`src/rtl/vga_plot_sink_if.sv`:
```
// Pixel stream and framebuffer write port of the plot sink.
// The slave modport is the sink's view; master is the drawing-engine/framebuffer side.
interface vga_plot_sink_if;
    logic [7:0]  vga_x;
    logic [6:0]  vga_y;
    logic [2:0]  vga_colour;
    logic        vga_plot;
    logic        in_ready;
    logic [14:0] fb_addr;
    logic [2:0]  fb_data;
    logic        fb_wr_en;
    logic        fb_ack;

    modport slave (
        input  vga_x, vga_y, vga_colour, vga_plot, fb_ack,
        output in_ready, fb_addr, fb_data, fb_wr_en
    );

    modport master (
        output vga_x, vga_y, vga_colour, vga_plot, fb_ack,
        input  in_ready, fb_addr, fb_data, fb_wr_en
    );
endinterface

```
`src/rtl/vga_plot_sink.sv`:
```
// Clips, queues and serialises plotted pixels into acknowledged framebuffer writes,
// with saturating statistics and a sticky overflow flag.
module vga_plot_sink #(
    parameter int DEPTH = 8,
    parameter int SCR_W = 160,
    parameter int SCR_H = 120
) (
    input  logic                 clk,
    input  logic                 rst_n,
    vga_plot_sink_if.slave       pix,
    input  logic                 clr_stats,
    output logic                 idle,
    output logic                 overflow,
    output logic [15:0]          pix_count,
    output logic [15:0]          clip_count,
    output logic [15:0]          drop_count
);

    localparam int AW = (DEPTH > 2) ? $clog2(DEPTH) : 1;
    localparam logic [AW:0] DEPTH_C = (AW + 1)'(DEPTH);

    typedef enum logic [0:0] {
        ST_IDLE = 1'b0,
        ST_REQ  = 1'b1
    } state_e;

    function automatic logic [15:0] sat_inc(input logic [15:0] v, input logic inc);
        if (inc && (v != 16'hFFFF)) begin
            return v + 16'd1;
        end else begin
            return v;
        end
    endfunction

    logic [17:0]   mem_q [DEPTH];
    logic [17:0]   head_s;
    logic          in_range_s;
    logic [14:0]   addr_s;
    logic          push_s;
    logic          drop_s;
    logic          clip_s;
    logic          pop_s;
    logic          pix_inc_s;

    state_e        state_q,      state_d;
    logic [AW:0]   count_q,      count_d;
    logic [AW-1:0] wr_ptr_q,     wr_ptr_d;
    logic [AW-1:0] rd_ptr_q,     rd_ptr_d;
    logic [14:0]   fb_addr_q,    fb_addr_d;
    logic [2:0]    fb_data_q,    fb_data_d;
    logic          fb_wr_en_q,   fb_wr_en_d;
    logic          in_ready_q,   in_ready_d;
    logic          idle_q,       idle_d;
    logic          overflow_q,   overflow_d;
    logic [15:0]   pix_cnt_q,    pix_cnt_d;
    logic [15:0]   clip_cnt_q,   clip_cnt_d;
    logic [15:0]   drop_cnt_q,   drop_cnt_d;

    // Input classification: clip test, linear address and push/drop decision
    always_comb begin
        in_range_s = (32'(pix.vga_x) < 32'(SCR_W)) && (32'(pix.vga_y) < 32'(SCR_H));
        addr_s     = 15'(32'(pix.vga_y) * 32'(SCR_W) + 32'(pix.vga_x));
        clip_s     = pix.vga_plot && !in_range_s;
        push_s     = pix.vga_plot && in_range_s && (count_q < DEPTH_C);
        drop_s     = pix.vga_plot && in_range_s && (count_q == DEPTH_C);
        head_s     = mem_q[rd_ptr_q];
    end

    // Write FSM, FIFO bookkeeping and statistics next-state
    always_comb begin
        state_d   = state_q;
        fb_addr_d = fb_addr_q;
        fb_data_d = fb_data_q;
        pop_s     = 1'b0;
        pix_inc_s = 1'b0;
        case (state_q)
            ST_IDLE: begin
                if (count_q != '0) begin
                    pop_s     = 1'b1;
                    fb_addr_d = head_s[17:3];
                    fb_data_d = head_s[2:0];
                    state_d   = ST_REQ;
                end else begin
                    state_d   = ST_IDLE;
                end
            end
            ST_REQ: begin
                if (pix.fb_ack) begin
                    pix_inc_s = 1'b1;
                    if (count_q != '0) begin
                        pop_s     = 1'b1;
                        fb_addr_d = head_s[17:3];
                        fb_data_d = head_s[2:0];
                        state_d   = ST_REQ;
                    end else begin
                        state_d   = ST_IDLE;
                    end
                end else begin
                    state_d = ST_REQ;
                end
            end
            default: begin
                state_d = ST_IDLE;
            end
        endcase

        count_d  = count_q + (AW + 1)'(push_s) - (AW + 1)'(pop_s);
        wr_ptr_d = push_s ? wr_ptr_q + AW'(1'b1) : wr_ptr_q;
        rd_ptr_d = pop_s  ? rd_ptr_q + AW'(1'b1) : rd_ptr_q;

        // Status outputs are registered copies of what the next state implies
        fb_wr_en_d = (state_d == ST_REQ);
        in_ready_d = (count_d < DEPTH_C);
        idle_d     = (state_d == ST_IDLE) && (count_d == '0);

        if (clr_stats) begin
            overflow_d = 1'b0;
            pix_cnt_d  = 16'd0;
            clip_cnt_d = 16'd0;
            drop_cnt_d = 16'd0;
        end else begin
            overflow_d = overflow_q | drop_s;
            pix_cnt_d  = sat_inc(pix_cnt_q,  pix_inc_s);
            clip_cnt_d = sat_inc(clip_cnt_q, clip_s);
            drop_cnt_d = sat_inc(drop_cnt_q, drop_s);
        end
    end

    // State registers; reset abandons any outstanding write and queued pixels
    always_ff @(posedge clk or negedge rst_n) begin
        if (!rst_n) begin
            state_q    <= ST_IDLE;
            count_q    <= '0;
            wr_ptr_q   <= '0;
            rd_ptr_q   <= '0;
            fb_addr_q  <= 15'd0;
            fb_data_q  <= 3'd0;
            fb_wr_en_q <= 1'b0;
            in_ready_q <= 1'b1;
            idle_q     <= 1'b1;
            overflow_q <= 1'b0;
            pix_cnt_q  <= 16'd0;
            clip_cnt_q <= 16'd0;
            drop_cnt_q <= 16'd0;
        end else begin
            state_q    <= state_d;
            count_q    <= count_d;
            wr_ptr_q   <= wr_ptr_d;
            rd_ptr_q   <= rd_ptr_d;
            fb_addr_q  <= fb_addr_d;
            fb_data_q  <= fb_data_d;
            fb_wr_en_q <= fb_wr_en_d;
            in_ready_q <= in_ready_d;
            idle_q     <= idle_d;
            overflow_q <= overflow_d;
            pix_cnt_q  <= pix_cnt_d;
            clip_cnt_q <= clip_cnt_d;
            drop_cnt_q <= drop_cnt_d;
        end
    end

    // FIFO storage, deliberately not reset
    always_ff @(posedge clk) begin
        if (push_s) begin
            mem_q[wr_ptr_q] <= {addr_s, pix.vga_colour};
        end
    end

    assign pix.in_ready = in_ready_q;
    assign pix.fb_addr  = fb_addr_q;
    assign pix.fb_data  = fb_data_q;
    assign pix.fb_wr_en = fb_wr_en_q;
    assign idle         = idle_q;
    assign overflow     = overflow_q;
    assign pix_count    = pix_cnt_q;
    assign clip_count   = clip_cnt_q;
    assign drop_count   = drop_cnt_q;

endmodule

```
`src/flat_wrapper.sv`:
```
// flat-port wrapper written by rule: the top's interface ports become plain ports
module vga_plot_sink_flat 
#(
    parameter int DEPTH = 8,
    parameter int SCR_W = 160,
    parameter int SCR_H = 120
)
  (clk, rst_n, clr_stats, idle, overflow, pix_count, clip_count, drop_count, pix_vga_x, pix_vga_y, pix_vga_colour, pix_vga_plot, pix_fb_ack, pix_in_ready, pix_fb_addr, pix_fb_data, pix_fb_wr_en);
  vga_plot_sink_if pix_i ();
  input  logic clk;
  input  logic rst_n;
  input  logic clr_stats;
  output logic idle;
  output logic overflow;
  output logic [15:0] pix_count;
  output logic [15:0] clip_count;
  output logic [15:0] drop_count;
  input wire logic [$bits(pix_i.vga_x)-1:0] pix_vga_x;
  input wire logic [$bits(pix_i.vga_y)-1:0] pix_vga_y;
  input wire logic [$bits(pix_i.vga_colour)-1:0] pix_vga_colour;
  input wire logic [$bits(pix_i.vga_plot)-1:0] pix_vga_plot;
  input wire logic [$bits(pix_i.fb_ack)-1:0] pix_fb_ack;
  output wire logic [$bits(pix_i.in_ready)-1:0] pix_in_ready;
  output wire logic [$bits(pix_i.fb_addr)-1:0] pix_fb_addr;
  output wire logic [$bits(pix_i.fb_data)-1:0] pix_fb_data;
  output wire logic [$bits(pix_i.fb_wr_en)-1:0] pix_fb_wr_en;
  assign pix_i.vga_x = pix_vga_x;
  assign pix_i.vga_y = pix_vga_y;
  assign pix_i.vga_colour = pix_vga_colour;
  assign pix_i.vga_plot = pix_vga_plot;
  assign pix_i.fb_ack = pix_fb_ack;
  assign pix_in_ready = pix_i.in_ready;
  assign pix_fb_addr = pix_i.fb_addr;
  assign pix_fb_data = pix_i.fb_data;
  assign pix_fb_wr_en = pix_i.fb_wr_en;
  vga_plot_sink #(.DEPTH(DEPTH), .SCR_W(SCR_W), .SCR_H(SCR_H)) u_core (.clk(clk), .rst_n(rst_n), .pix(pix_i), .clr_stats(clr_stats), .idle(idle), .overflow(overflow), .pix_count(pix_count), .clip_count(clip_count), .drop_count(drop_count));
endmodule
```
`config.mk`:
```
export PLATFORM = sky130hd
export DESIGN_NAME = vga_plot_sink_flat
export DESIGN_NICKNAME = d
export VERILOG_FILES = /design/src/rtl/vga_plot_sink_if.sv /design/src/rtl/vga_plot_sink.sv /design/src/flat_wrapper.sv
export SDC_FILE = /design/constraint.sdc
export NUM_CORES = 1
export LEC_CHECK = 0
export BUFFER_PORTS_ARGS = -buffer_cell sky130_fd_sc_hd__buf_2
export CAP_MARGIN = 5
export CORE_ASPECT_RATIO = 2
export CORE_MARGIN = 2
export CORE_UTILIZATION = 50
export CTS_BUF_LIST = sky130_fd_sc_hd__clkbuf_4
export CTS_CLUSTER_SIZE = 12
export DETAILED_ROUTE_END_ITERATION = 8
export PLACE_DENSITY = 0.77
export SYNTH_ARGS = -nofsm -noshare
export SYNTH_HDL_FRONTEND = slang
export SYNTH_SLANG_ARGS = --single-unit
```
`constraint.sdc`:
```
create_clock -name clk -period 3.05 [get_ports clk]
set_input_delay 0.1525 -clock clk [delete_from_list [all_inputs] [get_ports clk]]
set_output_delay 0.1525 -clock clk [all_outputs]
set_load 0.05 [all_outputs]
```
Word-level counts from Yosys, hierarchy flattened
Memories as Yosys holds them, arrays and structs flattened.
Index checks and enable logic that the tools add are counted.

storage, ports and cells
  register bits = 80
  RAM bits = 144
  bits of input ports = 23
  output and inout bits = 70
  logic and storage cells = 71
  memories kept = 1

memory list
  name          words  width  rd ports  clocked after Yosys merged registers in  wr ports  RTL line             source
  u_core.mem_q  8      18     1         0                                        1         vga_plot_sink.sv:35  logic [17:0] mem_q [DEPTH];

cells by class
  add/sub/neg operators = 8
  multiply operators = 1
  $lt $le $gt $ge = 4
  equality and inequality tests = 5
  mux-type cells = 22
  bitwise gates (word level) = 3
  reductions and logical operators = 15

operators with widths
  operator                                                             number
  16-bit 2-to-1 mux                                                    6
  16-bit by 1-bit adder with 16-bit output, second input constant      3
  16-bit inequality test, second input constant                        3
  15-bit 2-to-1 mux                                                    2
  15-bit one-hot mux with 2 select lines                               1
  15-bit by 8-bit adder with 15-bit output                             1
  7-bit by 3-bit multiplier with 10-bit output, second input constant  1
  1-bit logical AND                                                    9
  4-bit < comparator, second input constant                            2
  8-bit < comparator, second input constant                            1
  1-bit 2-to-1 mux                                                     8
  7-bit < comparator, second input constant                            1
  3-bit by 1-bit adder with 3-bit output, second input constant        2
  3-bit 2-to-1 mux                                                     2
  3-bit one-hot mux with 2 select lines                                1
  2-bit nonzero test                                                   3
  4-bit by 1-bit adder with 4-bit output                               1
  4-bit equality test, second input constant                           1
  4-bit logical NOT                                                    1
  1-bit one-hot mux with 2 select lines                                2
  4-bit nonzero test                                                   1
  4-bit by 1-bit subtractor with 4-bit output                          1
  2-bit inequality test, second input constant                         1
  1-bit NOT                                                            2
  other kinds (2)                                                      2

Longest topological paths before layout
Gate-level depths: netlist of run 1.

  depth in word-level cells = 8
  mapped depth = 12
  depth with buffers taken out = 11

Worst setup path before layout of run 1
No wires, ideal clock.

  kind = input -> register
  start point = input pix_vga_x[6]
  end point = memory u_core.mem_q[4][0], enable pin
  setup time = 0.446 ns
  arrival time = 2.872 ns
  required time = 2.604 ns
  setup slack = -0.268 ns
  stages on the path = 5
  path buffers = 0
  cells stage by stage = o21ai_2 -> nand2_1 -> nor3_2 -> inv_2 -> nor4b_1

on the way
  cells in the longest elaborated chain, start to end = 6

ends and longest elaborated chain
  what                                    RTL line              source
  from (decl)                             flat_wrapper.sv:18    input wire logic [$bits(pix_i.vga_x)-1:0] pix_vga_x;
  8-bit < comparator                      vga_plot_sink.sv:61   in_range_s = (32'(pix.vga_x) < 32'(SCR_W)) && (32'(pix.vga_y) < 32'(SCR_H));
  1-bit logical AND                       vga_plot_sink.sv:61
  1-bit logical AND (2 in series)         vga_plot_sink.sv:64   push_s = pix.vga_plot && in_range_s && (count_q < DEPTH_C);
  1-bit 2-to-1 mux                        vga_plot_sink.sv:164  if (push_s) begin
  1-bit 2-to-1 mux (not written as such)  vga_plot_sink.sv:165  mem_q[wr_ptr_q] <= {addr_s, pix.vga_colour};
  to (decl)                               vga_plot_sink.sv:35

Every way passes these cells.

Final worst setup path of run 1
  start point = input pix_vga_x[5]
  end point = register u_core.idle_q, in the netlist u_core.idle

on the way
  cells in the longest elaborated chain, start to end = 8

ends and longest elaborated chain
  what                                         RTL line              source
  8-bit < comparator                           vga_plot_sink.sv:61
  1-bit logical AND                            vga_plot_sink.sv:61
  1-bit logical AND (2 in series)              vga_plot_sink.sv:64
  4-bit by 1-bit adder with 4-bit output       vga_plot_sink.sv:107  count_d = count_q + (AW + 1)'(push_s) - (AW + 1)'(pop_s);
  4-bit by 1-bit subtractor with 4-bit output  vga_plot_sink.sv:107
  via u_core.count_d[2]                        vga_plot_sink.sv:46   logic [AW:0] count_q, count_d;
  4-bit logical NOT                            vga_plot_sink.sv:114  idle_d = (state_d == ST_IDLE) && (count_d == '0);
  1-bit logical AND                            vga_plot_sink.sv:114
  via u_core.idle_d                            vga_plot_sink.sv:53   logic idle_q, idle_d;
  to (signal assigned)                         vga_plot_sink.sv:154  idle_q <= idle_d;
  to (decl)                                    vga_plot_sink.sv:53

The timed path passes the listed nets, and every way through them passes these cells.
A chain may end at the register's enable or synchronous reset.

==> results of run 1 <==
## layout by cell type (no fill, tap or decap), drive strengths merged, types with 3 or more instances in the layout
cell type,n
nand4,17
a21oi,36
buf,106
fa,3
nand2b,3
a21o,3
a2111oi,3
nand2,25
edfxtp,144
and2,3
dlygate4sd3,13
clkinv,17
mux4,36
a211oi,10
and4,5
dfrtp,78
ha,24
o21ai,6
inv,25
nor2,61
nor4b,4
nor3b,5
nor4,9
nor2b,6
and3,4
nor3,20
clkbuf,68
o21bai,3
nand3,12
mux2i,22
xor2,8
xnor2,35
## worst paths after layout
kind                                                    from                                end  slack (ns)  depth (start not counted)
min in group clk                                   clr_stats   u_core.clip_count[6]$_DFFE_PN0P_        0.15                          2
hold reg to reg            u_core.pix.fb_addr[9]$_DFFE_PN0P_  u_core.pix.fb_addr[9]$_DFFE_PN0P_        0.53                          2
max in group asynchronous                              rst_n  u_core.clip_count[13]$_DFFE_PN0P_        2.25                          3
setup reg to reg                 u_core.count_q[1]$_DFF_PN0_              u_core.idle$_DFF_PN1_        0.55                          9
setup / recovery                                pix_vga_x[5]              u_core.idle$_DFF_PN1_        0.31                         13
hold / removal                                         rst_n   u_core.pix_count[11]$_DFFE_PN0P_        0.06                          2
## power by group
part           internal [mW]  switching, mW  leakage (nW)
sequential              3.64          0.241          2.33
combinational           1.02           1.58          1.79
clock                   1.13           1.14         0.361
total                   5.79           2.95          4.48
## metal layers
metal	share of wire, %	track usage [%]	vias up	routed length, um
li1	-	-	2832	-
met1	37	21.5	3153	7700
met2	56	38.4	198	11700
met3	4.2	3.66	45	879
met4	2.8	9.65	0	595
met5	0	0	-	0
## worst reg2reg max path, stage by stage, from the launching register on
cell and delay [ns]:
dfrtp_1 0.44, nor2_1 0.41, a21oi_4 0.11, ha_1 0.31, inv_1 0.06, ha_1 0.16, inv_1 0.06, fa_1 0.37
xnor2_1 0.16, nor4_1 0.32
## flip-flops by register name (all words and copies together) (netlist names)
register	cells
u_core.clip_count	16
u_core.count_q	4
u_core.drop_count	16
u_core.idle	1
u_core.mem_q	144
u_core.overflow	1
u_core.pix.fb_addr	15
u_core.pix.fb_data	3
u_core.pix.in_ready	1
u_core.pix_count	16
u_core.rd_ptr_q	3
u_core.state_q	1
u_core.wr_ptr_q	3
## kinds of logic (layout without fill, tap and decap cells)
group,after synthesis,after routing,share of synthesized area (%)
xor gates and xnor gates,44,44,4.04
AOI/OAI and AO/OA,74,74,5.05
other,0,1,0
DFF,224,224,63.9
buffers and inverters,48,232,1.95
and+or+nand+nor,183,183,10.8
muxes,60,60,10.6
adders and majority gates,27,27,3.64
## what timing repair did
item                                   CTS  global route
hold buffers                            13             0
gates resized for setup                  0             0
endpoints found under the hold margin  123             0
## cell type report
class                      count  area, um^2
timing repair buffer         119         711
clock inverter                21         119
inverter                      24        90.1
sequential                   224        6330
tap                          259         324
multi-input combinational    388        3450
antenna                        1        2.50
fill                        1525        7830
clock buffer                  68         510
==> flow_summary.yaml, run 1 <==
worst_setup_path:
  crit_family: "buffers and inverters"
  worstPathRequired_ns: 3.58
  path_buf_inv: 5
  cp_slowest_stage_delay_ns: 0.53
  crit_path_cell_trace: "dlygate4sd3_1, buf_2, o21ai_2, nand2_1, nor3_2, inv_2, ha_1, inv_1, ha_1, inv_1, fa_1, xnor2_1, nor4_1"
  cp-end-kind: "flop"
  critPathKind: "in -> reg"
  path_max_fanout: 6
  cpMaxStageDelayCell: "dlygate4sd3_1"
  arrival_ns: 3.27
  start_kind: "input pin"
clock_network:
  htree_levels: 2
  cts_tree: "yes"
  post-cts-setup-buffers: 0
  cts_root_buf: "clkbuf_4"
  clock_sinks: 224
  path_clk_slew_ns: 0.08
  numCtsBuffers: 48
  cts_buffer_depth: 3
  clock_latency_ns: 0.64
placement:
  place_congestion: 0.799
  placed_area_mm2: 0.0108
  port_buffers: 92
  place_hpwl_um: 13700
  pre_cts_ws_ns: 0.215
  place_inst: 1001
synthesis:
  synth_common_cells: "edfxtp_1 (144), dfrtp_1 (78), nor2_1 (61), mux4_2 (36)"
  synth_flop_cell: "edfxtp_1"
  netlist_area_mm2: 0.00990
  yosysTopAreaCell: "edfxtp_1"
  synth-async-reset-ratio_pct: 35.7
  ys_warn_count: 0
  synth.area.top_cells: "edfxtp_1 (44%), dfrtp_1 (20%), mux4_2 (8.2%)"
  yosysMostFrequentCell: "edfxtp_1"
  synthDominantCellAreaShare_pct: 43.7
  synthCells: 660
  syn_avg_cell_area_um2: 15.0
  ys_types: 68
  yosysSeqAreaShare_pct: 63.9
  postSynthNetCount: 710
  ys_ff_latch: 224
  synth_edf_count: 144
finish:
  final_core_util_pct: 59.6
  fin_cells: 1104
  fin_nets: 855
  area_growth_syn_to_layout_pct: 16.5
  final_area_mm2: 0.0115
  drive_gt1_share_pct: 29.6
global_route:
  grt_max_degree: 51
  grtUsageTotal_pct: 20.3
  grt_pass1_vias: 6686
  grt_first_pass_wirelength_um: 33800
  grt_antenna_before_repair: 1
  grt.overflow.total: 0
routing:
  drt_wl_total_um: 20900
  ant_nets: 0
  drt_first_iter_violations: 271
  routed_via_density: 5.64
  num_vias: 6228
  drc: 0
  dr.pass1.iters: 4
  wl_per_cell_um: 19.0
timing:
  setup-tns-final_ns: 0
  whs_ns: 0.0590
  fin_ws_ns: 0.310
  slew_violations: 0
  finalCriticalPeriod_ns: 2.74
  post-route-period-util_pct: 89.8
  tightest_slew_ns: 0.917
  rsz0062_at_grt: "no"
  hold_viol_final: 0
  skew_ns: 0.0192
  max_freq_mhz: 365
  maxSlewHeadroom_pct: 38.9
  final-setup-viol-count: 0
floorplan:
  rows: 72
  core_mm2: 0.0194
  start_util_pct: 51.1
  pin_count: 93
  die-area_mm2: 0.0210
  die_h_um: 203
  die_x_um: 104
power:
  power_density_mw_per_mm2: 758
  irDropWorstVdd_mv: 0.439
  finalPower_mw: 8.74
  leakage_nw: 4.48
run_status:
  outcome: "complete, no violations"
hold_path:
  hold_class: "in -> async"
flow_run:
  max_cap_viol_count: 0
Note: power is estimated with default switching activity, not from simulation.
==> inputs of run 2 (changes only) <==
--- a/config.mk
+++ b/config.mk
@@ -9,11 +9,11 @@
 export CAP_MARGIN = 5
 export CORE_ASPECT_RATIO = 2
 export CORE_MARGIN = 2
-export CORE_UTILIZATION = 50
+export CORE_UTILIZATION = 56
 export CTS_BUF_LIST = sky130_fd_sc_hd__clkbuf_4
 export CTS_CLUSTER_SIZE = 12
 export DETAILED_ROUTE_END_ITERATION = 8
-export PLACE_DENSITY = 0.77
+export PLACE_DENSITY = 0.84
 export SYNTH_ARGS = -nofsm -noshare
 export SYNTH_HDL_FRONTEND = slang
 export SYNTH_SLANG_ARGS = --single-unit
==> constraint.sdc (replaced) <==
create_clock -name clk -period 3.05 [get_ports clk]
set_input_delay 0.1525 -clock clk [delete_from_list [all_inputs] [get_ports clk]]
set_output_delay 0.1525 -clock clk [all_outputs]
set_load 0.01 [all_outputs]
==> run 2 against run 1 <==
Sequential share of layout area rose by 0.32 points; critical path depth is 4 lower; register-to-register slack better by 0.04 ns; wire length is 1.2% lower; total power fell by 3.6%; clock skew up 0.023 ns; clock power is 4% higher; via count is essentially flat.
==> flow_summary.yaml, run 2 (same netlist as run 1, synthesis figures left out) <==
run_status:
  outcome: "complete, no violations"
worst_setup_path:
  arrival_ns: 2.88
  critPathKind: "in -> reg"
  start_kind: "input pin"
  cp_slowest_stage_delay_ns: 0.54
  worstPathRequired_ns: 3.39
  rrSetupSlack_ns: 0.59
  r2r_cells: 9
  crit_cells: 9
  cpMaxStageDelayCell: "o21ai_0"
  path_buf_inv: 2
  crit_family: "compound AO/OA/AOI/OAI gates"
  crit_end: "u_core.mem_q[3][17]$_DFFE_PP_"
  crit_start: "pix_vga_y[0]"
  crit_path_cell_trace: "dlygate4sd3_1, buf_2, ha_1, ha_1, fa_1, a211oi_1, o21a_1, a22oi_1, o21ai_0"
  reg2reg_to: "u_core.idle$_DFF_PN1_"
  reg2reg_from: "u_core.count_q[1]$_DFF_PN0_"
  cp-end-kind: "flop"
  cpMostUsedCell: "ha_1"
  path_max_fanout: 8
global_route:
  grt_max_degree: 81
  use_met1_pct: 24.2
  grt_pass1_vias: 6582
  grtUsageTotal_pct: 22.2
  grt_busiest_layer: "met2"
  use_met3_pct: 3.20
  use_met2_pct: 42.0
  grt.overflow.total: 0
  grt_antenna_before_repair: 1
  grt_first_pass_wirelength_um: 32900
timing:
  slew_violations: 0
  max_freq_mhz: 394
  skew_ns: 0.0426
  maxSlewHeadroom_pct: 29.8
  final-setup-viol-count: 0
  tightest_slew_ns: 1.05
  rsz0062_at_grt: "no"
  finalCriticalPeriod_ns: 2.54
  hold_viol_final: 0
  post-route-period-util_pct: 83.3
  setup-tns-final_ns: 0
finish:
  fillCellCount: 1222
  seq_area_mm2: 0.00633
  multiInputGateArea_mm2: 0.00345
  final_common_cell: "edfxtp_1"
  regMostFlops: "u_core.mem_q"
  fin_nets: 854
  area_growth_syn_to_layout_pct: 15.8
  final_area_mm2: 0.0115
  fin_cells: 1052
  largest_register_ffs: 144
  mostFrequentLayoutCells: "edfxtp_1 (144), buf_2 (91), dfrtp_1 (77)"
  drive_gt1_share_pct: 30.0
power:
  power_density_mw_per_mm2: 735
  leakage_nw: 4.49
  irDropWorstVdd_mv: 0.626
floorplan:
  die-area_mm2: 0.0188
  rows: 68
  core_mm2: 0.0173
  die_x_um: 98.0
  start_util_pct: 57.3
  pin_count: 93
  die_h_um: 192
routing:
  wl_per_cell_um: 19.7
  drc: 0
  ant_nets: 0
  routed_via_density: 5.92
  num_vias: 6229
  drt_first_iter_violations: 312
  drt_wl_total_um: 20700
  dr.pass1.iters: 4
placement:
  place_inst: 951
  place_congestion: 0.827
  place_hpwl_um: 13500
  placed_area_mm2: 0.0107
  port_buffers: 92
clock_network:
  cts_root_buf: "clkbuf_4"
  path_clk_slew_ns: 0.07
  htree_levels: 2
  numCtsBuffers: 49
  clock_latency_ns: 0.64
  cts-resized-gates: 0
  clock_sinks: 224
  cts_tree: "yes"
  cts_buffer_depth: 3
flow_run:
  max_cap_viol_count: 0
hold_path:
  hold_class: "in -> reg"
## run 2: repair_timing
item                       4_1_cts  5_1_grt
hold endpoints to repair       155        0
hold buffers                    12        0
setup endpoints to repair        0        0
setup buffers                    0        0
## run 2: per-stage QoR
stage	setup WS, ns	utilization, %	power [mW]	hold slack [ns]
2_1_floorplan	0.263	-	5.43	-0.143
3_3_place_gp	0.381	61.9	5.98	0.384
4_1_cts	0.573	66.4	8.52	0.00137
3_5_place_dp	0.219	61.9	6.13	0.395
5_1_grt	0.317	66.4	8.87	0.0571
6_report	0.510	66.4	8.43	0.0462
## run 2: worst min-delay path by stage
stage,start,endpoint,depth (start not counted)
after CTS,pix_vga_x[5],u_core.mem_q[5][8]$_DFFE_PP_,2
after global placement,rst_n,u_core.pix_count[10]$_DFFE_PN0P_,1
after floorplan,rst_n,u_core.clip_count[0]$_DFFE_PN0P_,0
after detailed placement,rst_n,u_core.pix_count[7]$_DFFE_PN0P_,1
final,pix_vga_x[5],u_core.mem_q[3][8]$_DFFE_PP_,2
after global routing,pix_vga_x[5],u_core.mem_q[3][8]$_DFFE_PP_,2
## run 2: where the power goes
group          switching, mW  internal, mW
Clock                   1.13          1.23
Sequential             0.233          3.64
Combinational           1.18          1.01
Total                   2.54          5.89
## run 2: worst reg2reg max path, cell delays in order, from the launching register on
cell,delay (ns)
dfrtp_1,0.44
nor2_1,0.42
a21oi_4,0.12
ha_1,0.31
inv_1,0.06
ha_1,0.15
inv_1,0.06
fa_1,0.37
xnor2_1,0.16
nor4_1,0.30
## run 2: cell type report
type | count | share of cell area [%]
clock buffers | 70 | 4.58
flip-flops and latches | 224 | 55.2
well taps | 210 | 2.29
inverters | 24 | 0.785
diodes | 1 | 0.0218
clock inverters | 18 | 1.12
multi-input cells | 388 | 30.1
repair buffers | 117 | 5.93
## run 2: routing by layer
| metal | wire, um | vias to the layer above |
|---|---|---|
| met5 | 0 | - |
| met1 | 7390 | 3137 |
| li1 | - | 2841 |
| met4 | 560 | 0 |
| met3 | 943 | 50 |
| met2 | 11800 | 201 |
==> inputs of run 3 (changes only) <==
--- a/config.mk
+++ b/config.mk
@@ -9,11 +9,11 @@
 export CAP_MARGIN = 5
 export CORE_ASPECT_RATIO = 2
 export CORE_MARGIN = 2
-export CORE_UTILIZATION = 56
+export CORE_UTILIZATION = 60
 export CTS_BUF_LIST = sky130_fd_sc_hd__clkbuf_4
 export CTS_CLUSTER_SIZE = 12
 export DETAILED_ROUTE_END_ITERATION = 8
-export PLACE_DENSITY = 0.84
+export PLACE_DENSITY = 0.86
 export SYNTH_ARGS = -nofsm -noshare
 export SYNTH_HDL_FRONTEND = slang
 export SYNTH_SLANG_ARGS = --single-unit
==> constraint.sdc (replaced) <==
create_clock -name clk -period 2.4 [get_ports clk]
set_input_delay 0.12 -clock clk [delete_from_list [all_inputs] [get_ports clk]]
set_output_delay 0.12 -clock clk [all_outputs]
set_load 0.01 [all_outputs]
==> run 3 against run 2 <==
Hold slack better by 0.015 ns; utilization up 6.4 points; global-route usage up 2.1 points; clock skew down 0.010 ns; highest routed layer unchanged; first-iteration DRC count down 16%; largest power group unchanged; critical endpoint is now u_core.clip_count[4]$_DFFE_PN0P_; final cell count up 2.6%; critical path depth down 3; sequential cell count unchanged; via count up 2.1%.
==> flow_summary.yaml, run 3 (same netlist as run 1, synthesis figures left out) <==
placement:
  pre_cts_ws_ns: -0.403
  place_hpwl_um: 13700
  port_buffers: 92
  place_congestion: 0.763
power:
  seqPwrFrac_pct: 46.0
  clkPwrFrac_pct: 26.3
  combPwrFrac_pct: 27.7
  power_density_mw_per_mm2: 914
  intPower_mw: 7.50
  irDropWorstVdd_mv: 0.605
  netSwitchingPower_mw: 3.28
  p_sw_share_pct: 30.4
  leakage_nw: 4.64
global_route:
  grtUsageTotal_pct: 24.3
  grt_pass1_vias: 6666
  grt.overflow.total: 0
  grt_antenna_before_repair: 1
  grt_max_degree: 54
  grt_first_pass_wirelength_um: 32600
timing:
  maxSlewHeadroom_pct: 52.3
  fin_ws_ns: 0.143
  max_freq_mhz: 443
  tightest_slew_ns: 0.709
  whs_ns: 0.0611
  post-route-period-util_pct: 94.1
  hold_viol_final: 0
  skew_ns: 0.0325
  rsz0062_at_grt: "no"
  slew_violations: 0
  final-setup-viol-count: 0
  finalCriticalPeriod_ns: 2.26
worst_setup_path:
  arrival_ns: 2.76
  crit_family: "simple AND/OR/NAND/NOR gates"
  cpMaxStageDelayCell: "dlygate4sd3_1"
  path_max_fanout: 6
  crit_path_cell_trace: "nand4_2, or4_4, nand4_1, xor2_1, nor2_1, dlygate4sd3_1"
  cp_slowest_stage_delay_ns: 0.58
  start_kind: "flop"
  rrSetupSlack_ns: 0.14
  critPathKind: "reg -> reg"
  cp-end-kind: "flop"
  worstPathRequired_ns: 2.90
  path_buf_inv: 1
floorplan:
  rows: 66
  die_h_um: 186
  die-area_mm2: 0.0176
  core_mm2: 0.0162
  die_x_um: 94.9
  pin_count: 93
  start_util_pct: 61.2
hold_path:
  hold_class: "in -> reg"
routing:
  num_vias: 6359
  ant_nets: 0
  drc: 0
  wl_per_cell_um: 19.1
  routed_via_density: 5.89
  drt_first_iter_violations: 263
  drt_wl_total_um: 20700
  dr.pass1.iters: 4
finish:
  fillCellCount: 1062
  drive_gt1_share_pct: 33.4
  mostFrequentLayoutCells: "edfxtp_1 (144), buf_2 (91), dfrtp_1 (75)"
  area_growth_syn_to_layout_pct: 19.0
  largest_register_ffs: 144
  final_common_cell: "edfxtp_1"
  fin_nets: 884
  regMostFlops: "u_core.mem_q"
clock_network:
  cts_root_buf: "clkbuf_4"
  cts_buffer_depth: 3
  path_clk_slew_ns: 0.08
  htree_levels: 2
  clock_latency_ns: 0.65
  cts_tree: "yes"
  clock_sinks: 224
  numCtsBuffers: 48
run_status:
  outcome: "complete, no violations"
flow_run:
  max_cap_viol_count: 0
==> run 3: worst register-to-register path: cells and delay by family (launching register included) <==
kind,cells,cell delay (ns)
xor gates and xnor gates,1,0.15
and+or+nand+nor,4,0.98
buffers and inverters,1,0.58
DFF,1,0.44
==> run 3: metal layers <==
metal  track usage, %  part of all wire [%]  vias up
met4             10.4                   3.0        0
met5                0                     0        -
met2             46.3                    57      206
met3             4.17                   5.2       54
met1             25.5                    35     3201
li1                 -                     -     2898
==> run 3: final timing paths <==
path / start / endpoint / cells after the start
setup reg to reg: u_core.clip_count[10]$_DFFE_PN0P_ / u_core.clip_count[4]$_DFFE_PN0P_ / 6
max in group asynchronous: rst_n / u_core.pix.in_ready$_DFF_PN1_ / 4
hold reg to reg: u_core.pix.fb_addr[12]$_DFFE_PN0P_ / u_core.pix.fb_addr[12]$_DFFE_PN0P_ / 2
setup / recovery: u_core.clip_count[10]$_DFFE_PN0P_ / u_core.clip_count[4]$_DFFE_PN0P_ / 6
hold / removal: pix_vga_y[0] / u_core.mem_q[7][8]$_DFFE_PP_ / 3
min in group asynchronous: rst_n / u_core.pix.fb_addr[3]$_DFFE_PN0P_ / 4
==> run 3: stage by stage <==
| step | instance area (um^2) | TNS [ns] | total power [mW] | utilization, % | cells |
|---|---|---|---|---|---|
| 6_report | 11800 | 0 | 10.8 | 72.8 | 1079 |
| 3_5_place_dp | 11000 | -8.74 | 8.04 | 67.8 | 970 |
| 5_1_grt | 11800 | 0 | 11.4 | 72.8 | 1079 |
| 4_1_cts | 11800 | 0 | 10.9 | 72.7 | 1076 |
| 2_1_floorplan | 9990 | -23.19 | 7.00 | - | 660 |
| 3_3_place_gp | 11000 | -1.56 | 7.83 | 67.8 | 970 |
==> run 3: area by class of cell <==
type	count	area [um^2]	share of cell area, %
tap	204	255	2.17
inverter	24	90.1	0.764
antenna	1	2.50	0.0212
clock inverter	17	80.1	0.679
timing repair buffer	148	983	8.34
clock buffer	73	548	4.65
multi-input combinational	388	3490	29.6
sequential	224	6330	53.7
==> run 3: power by group through the flow <==
stage / clock network [mW] / registers [mW] / logic (mW)
3_5_place_dp: 0 / 5.04 / 3.00
3_3_place_gp: 0 / 5.01 / 2.83
2_1_floorplan: 0 / 4.96 / 2.04
6_report: 2.83 / 4.96 / 2.98
4_1_cts: 2.91 / 4.96 / 3.03
5_1_grt: 3.08 / 5.01 / 3.26
==> run 3: timing repair <==
action | in CTS | in global routing
setup buffers | 0 | 2
hold buffers | 16 | 0
setup endpoints to repair | 0 | 1
hold endpoints to repair | 167 | 0
resized for setup | 0 | 2
